**config.mk**
```make
export PLATFORM = sky130hd
export DESIGN_NAME = instr_fetch_unit_flat
export DESIGN_NICKNAME = d
export VERILOG_FILES = /design/src/rtl/instr_fetch_unit_if.sv /design/src/rtl/instr_fetch_unit.sv /design/src/flat_wrapper.sv
export SDC_FILE = /design/constraint.sdc
export NUM_CORES = 1
export LEC_CHECK = 0
export BUFFER_PORTS_ARGS = -buffer_cell sky130_fd_sc_hd__buf_2
export CAP_MARGIN = 30
export CORE_MARGIN = 2
export CORE_UTILIZATION = 45
export CTS_CLUSTER_DIAMETER = 30
export CTS_CLUSTER_SIZE = 30
export DETAILED_ROUTE_END_ITERATION = 8
export PLACE_DENSITY = 0.9
export SLEW_MARGIN = 0
export SYNTH_ARGS = -nofsm -noshare
export SYNTH_HDL_FRONTEND = slang
export SYNTH_SLANG_ARGS = --single-unit
```
**constraint.sdc**
```tcl
create_clock -name clk -period 3.6 [get_ports clk]
set_input_delay 0.54 -clock clk [delete_from_list [all_inputs] [get_ports clk]]
set_output_delay 0.54 -clock clk [all_outputs]
set_load 0.05 [all_outputs]
```
**src/rtl/instr_fetch_unit_if.sv**
```systemverilog
// rtl/instr_fetch_unit_if.sv - instruction memory and decode-side bus of the fetch unit
interface instr_fetch_unit_if #(
   parameter int ADDR_W  = 6,
   parameter int INSTR_W = 16
);
   logic [ADDR_W-1:0]  imem_addr;
   logic [INSTR_W-1:0] imem_data;
   logic [INSTR_W-1:0] ir_out;
   logic [ADDR_W-1:0]  pc_out;
   logic               ir_valid;
   logic               ir_ready;
   logic               redirect;
   logic [ADDR_W-1:0]  redirect_pc;
   logic               halt;
   logic               halted;

   modport master (
      output imem_addr, ir_out, pc_out, ir_valid, halted,
      input  imem_data, ir_ready, redirect, redirect_pc, halt
   );

   modport slave (
      input  imem_addr, ir_out, pc_out, ir_valid, halted,
      output imem_data, ir_ready, redirect, redirect_pc, halt
   );
endinterface

```
**src/rtl/instr_fetch_unit.sv**
```systemverilog
// rtl/instr_fetch_unit.sv - PC owner, same-cycle imem read, IR with valid/ready, redirect and halt
module instr_fetch_unit #(
   parameter int                ADDR_W   = 6,
   parameter int                INSTR_W  = 16,
   parameter logic [ADDR_W-1:0] RESET_PC = '0
) (
   input  logic                  clk,
   input  logic                  rst,
   instr_fetch_unit_if.master    bus
);
   typedef enum logic {
      RUN,
      HALTED
   } state_t;

   state_t             state_q, state_d;
   logic [ADDR_W-1:0]  pc_q, pc_d;
   logic [INSTR_W-1:0] ir_q, ir_d;
   logic [ADDR_W-1:0]  pc_out_q, pc_out_d;
   logic               valid_q, valid_d;
   logic               load;

   assign bus.imem_addr = pc_q;
   assign bus.ir_out    = ir_q;
   assign bus.pc_out    = pc_out_q;
   assign bus.ir_valid  = valid_q;
   assign bus.halted    = (state_q == HALTED);

   always_comb begin
      state_d  = state_q;
      pc_d     = pc_q;
      ir_d     = ir_q;
      pc_out_d = pc_out_q;
      valid_d  = valid_q;
      load     = !valid_q || bus.ir_ready;
      if (bus.redirect) begin
         // Flush wins over acceptance: the held instruction is dropped.
         pc_d    = bus.redirect_pc;
         valid_d = 1'b0;
         state_d = RUN;
      end else if (state_q == HALTED || bus.halt) begin
         state_d = HALTED;
         if (valid_q && bus.ir_ready) begin
            valid_d = 1'b0;
         end
      end else if (load) begin
         ir_d     = bus.imem_data;
         pc_out_d = pc_q;
         valid_d  = 1'b1;
         pc_d     = pc_q + 1'b1;
      end
   end

   always_ff @(posedge clk) begin
      if (rst) begin
         state_q  <= RUN;
         pc_q     <= RESET_PC;
         ir_q     <= '0;
         pc_out_q <= '0;
         valid_q  <= 1'b0;
      end else begin
         state_q  <= state_d;
         pc_q     <= pc_d;
         ir_q     <= ir_d;
         pc_out_q <= pc_out_d;
         valid_q  <= valid_d;
      end
   end
endmodule

```
**src/flat_wrapper.sv**
```systemverilog
// flat-port wrapper written by rule: the top's interface ports become plain ports
module instr_fetch_unit_flat 
#(
   parameter int                ADDR_W   = 6,
   parameter int                INSTR_W  = 16,
   parameter logic [ADDR_W-1:0] RESET_PC = '0
)
  (clk, rst, bus_imem_addr, bus_ir_out, bus_pc_out, bus_ir_valid, bus_halted, bus_imem_data, bus_ir_ready, bus_redirect, bus_redirect_pc, bus_halt);
  instr_fetch_unit_if #(.ADDR_W(ADDR_W), .INSTR_W(INSTR_W)) bus_i ();
  input  logic clk;
  input  logic rst;
  output wire logic [$bits(bus_i.imem_addr)-1:0] bus_imem_addr;
  output wire logic [$bits(bus_i.ir_out)-1:0] bus_ir_out;
  output wire logic [$bits(bus_i.pc_out)-1:0] bus_pc_out;
  output wire logic [$bits(bus_i.ir_valid)-1:0] bus_ir_valid;
  output wire logic [$bits(bus_i.halted)-1:0] bus_halted;
  input wire logic [$bits(bus_i.imem_data)-1:0] bus_imem_data;
  input wire logic [$bits(bus_i.ir_ready)-1:0] bus_ir_ready;
  input wire logic [$bits(bus_i.redirect)-1:0] bus_redirect;
  input wire logic [$bits(bus_i.redirect_pc)-1:0] bus_redirect_pc;
  input wire logic [$bits(bus_i.halt)-1:0] bus_halt;
  assign bus_imem_addr = bus_i.imem_addr;
  assign bus_ir_out = bus_i.ir_out;
  assign bus_pc_out = bus_i.pc_out;
  assign bus_ir_valid = bus_i.ir_valid;
  assign bus_halted = bus_i.halted;
  assign bus_i.imem_data = bus_imem_data;
  assign bus_i.ir_ready = bus_ir_ready;
  assign bus_i.redirect = bus_redirect;
  assign bus_i.redirect_pc = bus_redirect_pc;
  assign bus_i.halt = bus_halt;
  instr_fetch_unit #(.ADDR_W(ADDR_W), .INSTR_W(INSTR_W), .RESET_PC(RESET_PC)) u_core (.clk(clk), .rst(rst), .bus(bus_i));
endmodule
```
==> results_dict.tcl, run 1 <==
set metrics [dict create \
    seqCellArea_um2 601 \
    power.density_mw_per_mm2 462 \
    cp-startpoint "bus_redirect" \
    fill_cells 258 \
    status "complete, no violations" \
    drt_wl_total_mm 2.61 \
    io_pins 57 \
    syn_nets 170 \
    ant_nets 0 \
    cts_max_level 2 \
    cp_top_family "simple AND/OR/NAND/NOR gates" \
    clock_sinks 30 \
    drt-wirelength-per-cell_um 11.5 \
    r2r_start "u_core.bus.halted" \
    diodes 0 \
    grt_pass1_wl_mm 3.86 \
    cp_num_buf_inv 2 \
    drc_errors 0 \
    start_util_pct 47.5 \
    nets 224 \
    synth_warnings 0 \
    cts_root_buf "clkbuf_4" \
    grt_max_degree 31 \
    mostFrequentLayoutCells "buf_2 (56), nand2_1 (46), dfxtp_1 (30)" \
    antenna_found_initial 0 \
    maxCapViolations 0 \
    grt_overflow 0 \
    crit_required_ns 3.79 \
    row_count 18 \
    dieWidth_um 55.2 \
    path_clk_slew_ns 0.08 \
    synth.distinct_cells 24 \
    finalCritPeriodShare_pct 48.1 \
    fp.dieH_um 55.2 \
    slowest_stage "nand3_1" \
    critPathKind "input port to flop" \
    vias 1137 \
    end_kind "flop" \
    yosysSeqAreaShare_pct 51.0 \
    grt_usage_pct 18.8 \
    cts_tree "built" \
    drv_slew 0 \
    cp_max_fo 22 \
    drt_iter0_markers 13 \
    final.setup.tns_ns 0 \
    cp_cell_sequence "buf_2, inv_1, nand3_1, nand2_1, a21oi_1" \
    dieArea_mm2 0.00304 \
    globalplace.congestion 0.802 \
    grt_pass1_vias 962 \
    cts_setup_buffers 0 \
    hold_viol_final 0 \
    core_mm2 0.00248 \
    hp-class "input port to flop" \
    layout-drive-gt1-share_pct 34.0 \
    cts_buffers 5 \
    cp-start-kind "input port" \
    setup_viol 0 \
    rsz0062_at_grt "no" \
    finalCriticalPeriod_ns 1.73 \
    tightest_slew_ns 0.811 \
    ctsResizeCount 0 \
    cts_hold_buf 0 \
    clock_path_buffers 2 \
    synth_top_cell_area_share_pct 51.0 \
    final_cell_area_mm2 0.00151 \
    syn_area_per_cell_um2 8.29 \
    io_buffers 56 \
    finClkSkew_ns 0.00587 \
    p_leak_nw 0.679 \
    area_delta_synth_final_pct 28.4 \
    first_pass_iters 4 \
    yosys.area.top_type "dfxtp_1" \
    ys_seq_elements 30 \
    post-dp-hpwl_mm 1.93 \
    totalPowerFinal_uw 698 \
    peakVddDrop_mv 0.300 \
    cpPeakStageDelay_ns 0.64 \
    min_from "bus_imem_data[7]" \
    clock_latency_ns 0.32 \
    slew_headroom_pct 45.8 \
    synth_area_leaders "dfxtp_1 (51%), nand2_1 (15%), a21oi_1 (10%)" \
    via_per_inst 5.01 \
    fmax_mhz 578 \
    crit_arrival_ns 1.92 \
    final_common_cell "buf_2" \
    syn_inst 142 \
    netlist_area_mm2 0.00118 \
    multi_input_area_um2 529 \
    placed_area_mm2 0.00145 \
]
## worst min-delay path: stages
cell     delay, ns
buf_2         0.09
nand2_1       0.04
a21oi_1       0.05
## registers in the layout, summed over array words and instances (netlist names)
name                  cells
u_core.bus.halted         1
u_core.bus.imem_addr      6
u_core.bus.ir_valid       1
u_core.bus.pc_out         6
u_core.bus.ir_out        16
## synthesized netlist by cell type
library cell	instances
nand2_1	46
dfxtp_1	30
a21oi_1	24
clkbuf_1	6
nor2_1	6
a211oi_1	4
nand3_1	4
xnor2_1	4
buf_2	2
o21bai_1	2
a311oi_1	1
and2b_1	1
buf_6	1
ha_1	1
inv_1	1
nand2b_1	1
nor3_1	1
nor3_2	1
nor3_4	1
nor4_2	1
nor4b_2	1
o21ai_0	1
or2_1	1
xor2_1	1
## metal layers
layer  GRT usage, %  wire length, µm
met1           18.2             1080
met2           33.3             1290
met3           5.91              162
met4           13.4               73
met5              0                0
## power breakdown
part	internal (mW)	total (mW)	switching, mW
registers	0.348	0.361	0.0126
logic	0.0374	0.136	0.0984
clock network	0.0945	0.201	0.107
total	0.480	0.698	0.218
## logic make-up after synthesis
logic type,count (synthesis),share of synthesized area (%)
simple gates,64,25.0
compound gates,32,15.2
flops,30,51.0
buf+inv,10,4.04
xor+xnor,5,3.72
fa+ha+maj,1,1.06
## cell type report
type                            instances  area share (%)
Timing Repair Buffer                   56            18.5
Inverter                                1           0.248
Tap cell                               30            2.48
Clock inverter                          1           0.331
Sequential cell                        30            39.7
Multi-Input combinational cell        102            35.0
Clock buffer                            7            3.64
## metrics by stage
stage / hold WS [ns] / instances / setup WS, ns / utilization (%)
finish: 0.445 / 227 / 1.87 / 61.0
global route: 0.439 / 227 / 1.71 / 61.0
CTS: 0.436 / 227 / 1.84 / 61.0
detailed placement: 0.444 / 219 / 1.49 / 58.6
global placement: 0.440 / 219 / 1.57 / 58.6
floorplan: 0.618 / 142 / 2.09 / -
## worst paths after layout
check | end | slack (ns) | cells past startpoint
setup / recovery | u_core.bus.ir_out[8] | 1.87 | 5
hold / removal | u_core.bus.ir_out[7] | 0.45 | 3
setup reg to reg | u_core.bus.pc_out[5] | 1.89 | 4
hold reg to reg | u_core.bus.pc_out[2] | 0.45 | 2
Note: power is estimated with default switching activity, not from simulation.
==> run 2: changes to the inputs <==
Settings changed: CORE_UTILIZATION 45 to 40, PLACE_DENSITY 0.9 to 0.86.
Clock period 3.6 ns to 1.5 ns, I/O delays scaled along.
==> results_dict.tcl, run 2 (same netlist as run 1, synthesis figures left out) <==
set metrics [dict create \
    status "complete, no violations" \
    cp-startpoint "u_core.bus.halted" \
    post-dp-hpwl_mm 1.88 \
    drt_iter0_markers 60 \
    grt_overflow 0 \
    crit_arrival_ns 1.60 \
    power.density_mw_per_mm2 1160 \
    seqCellArea_um2 603 \
    ant_nets 0 \
    clock_path_buffers 2 \
    finClkSkew_ns 0.00732 \
    dieWidth_um 58.3 \
    start_util_pct 42.3 \
    slew_headroom_pct 64.9 \
    hp-class "input port to flop" \
    nets 227 \
    setup_viol 0 \
    via_per_inst 4.77 \
    drt-wirelength-per-cell_um 11.4 \
    vias 1103 \
    ctsResizeCount 0 \
    final.setup.tns_ns 0 \
    cts_max_level 2 \
    peakVddDrop_mv 0.971 \
    cts_tree "built" \
    end_kind "flop" \
    path_clk_slew_ns 0.10 \
    fmax_mhz 720 \
    clock_sinks 30 \
    mostFrequentLayoutCells "buf_2 (56), nand2_1 (46), dfxtp_1 (28)" \
    utilization_pct 56.4 \
    antenna_found_initial 0 \
    drt_wl_total_mm 2.63 \
    finalCritPeriodShare_pct 92.6 \
    grt_use_met3_pct 4.46 \
    use_met2_pct 30.2 \
    cp_max_fo 7 \
    io_pins 57 \
    multi_input_area_um2 529 \
    dp.cells 223 \
    core_mm2 0.00278 \
    diodes 0 \
    layout-drive-gt1-share_pct 36.5 \
    top_usage_layer "met2" \
    critPathKind "flop to flop" \
    dieArea_mm2 0.00339 \
    hold_viol_final 0 \
    grt_usage_pct 16.7 \
    row_count 19 \
    final_common_cell "buf_2" \
    timing.hold.ws_ns 0.123 \
    io_buffers 56 \
    grt_pass1_vias 1027 \
    largest_reg_flops 16 \
    drv_slew 0 \
    totalPowerFinal_mw 1.82 \
    tightest_slew_ns 0.526 \
    globalplace.congestion 0.818 \
    groute.layer.met1.usage_pct 16.9 \
    cts_root_buf "clkbuf_4" \
    fill_cells 291 \
    instances_no_fill 231 \
    finalCriticalPeriod_ns 1.39 \
    grt_pass1_wl_mm 4.21 \
    clock_latency_ns 0.33 \
    r2r_start "u_core.bus.halted" \
    maxCapViolations 0 \
    cp-start-kind "flop" \
    first_pass_iters 4 \
    rsz0062_at_grt "no" \
    cts_setup_buffers 0 \
    drc_errors 0 \
    crit_required_ns 1.72 \
    cts_hold_buf 0 \
    min_from "bus_imem_data[5]" \
    area_delta_synth_final_pct 33.2 \
    grt_max_degree 31 \
    p_leak_nw 0.708 \
    fp.dieH_um 58.3 \
    cts_buffers 5 \
]
==> run 2: report_power, final <==
part / switching [mW] / internal [mW]
Combinational: 0.239 / 0.0994
Clock: 0.275 / 0.345
Sequential: 0.0288 / 0.836
==> run 2: metrics by stage <==
| stage | instance area (µm²) | worst slack (ns) |
|---|---|---|
| final | 1570 | 0.111 |
| after global routing | 1570 | 0.0462 |
| after CTS | 1570 | 0.115 |
| after detailed placement | 1490 | 0.120 |
| after global placement | 1490 | 0.203 |
| after floorplan | 1180 | 0.00580 |
==> run 2: worst max-delay path: stages (launching register included) <==
cell	delay, ns
dfxtp_2	0.33
or2_1	0.35
nor4b_2	0.35
xnor2_1	0.17
a21oi_1	0.09
==> run 2: area by class of cell <==
| class | count | area share [%] |
|---|---|---|
| flip-flops and latches | 30 | 38.5 |
| multi-input cells | 102 | 33.8 |
| repair buffers | 59 | 20.1 |
| clock inverters | 3 | 2.55 |
| well taps | 31 | 2.47 |
| clock buffers | 5 | 2.39 |
| inverters | 1 | 0.239 |
==> run 2: path summary, 6_finish.rpt <==
check                                          endpoint  slack, ns  cells past startpoint
worst max-delay path            u_core.bus.imem_addr[4]       0.11                      4
worst min-delay path               u_core.bus.ir_out[5]       0.12                      3
worst max register to register  u_core.bus.imem_addr[4]       0.11                      4
worst min register to register     u_core.bus.ir_out[5]       0.46                      2
==> run 2: routing by layer <==
layer  vias to the layer above  part of all wire, %
li1                        588                    -
met1                       470                   41
met2                        39                   50
met3                         6                  7.0
met4                         0                  1.5
met5                         -                    0
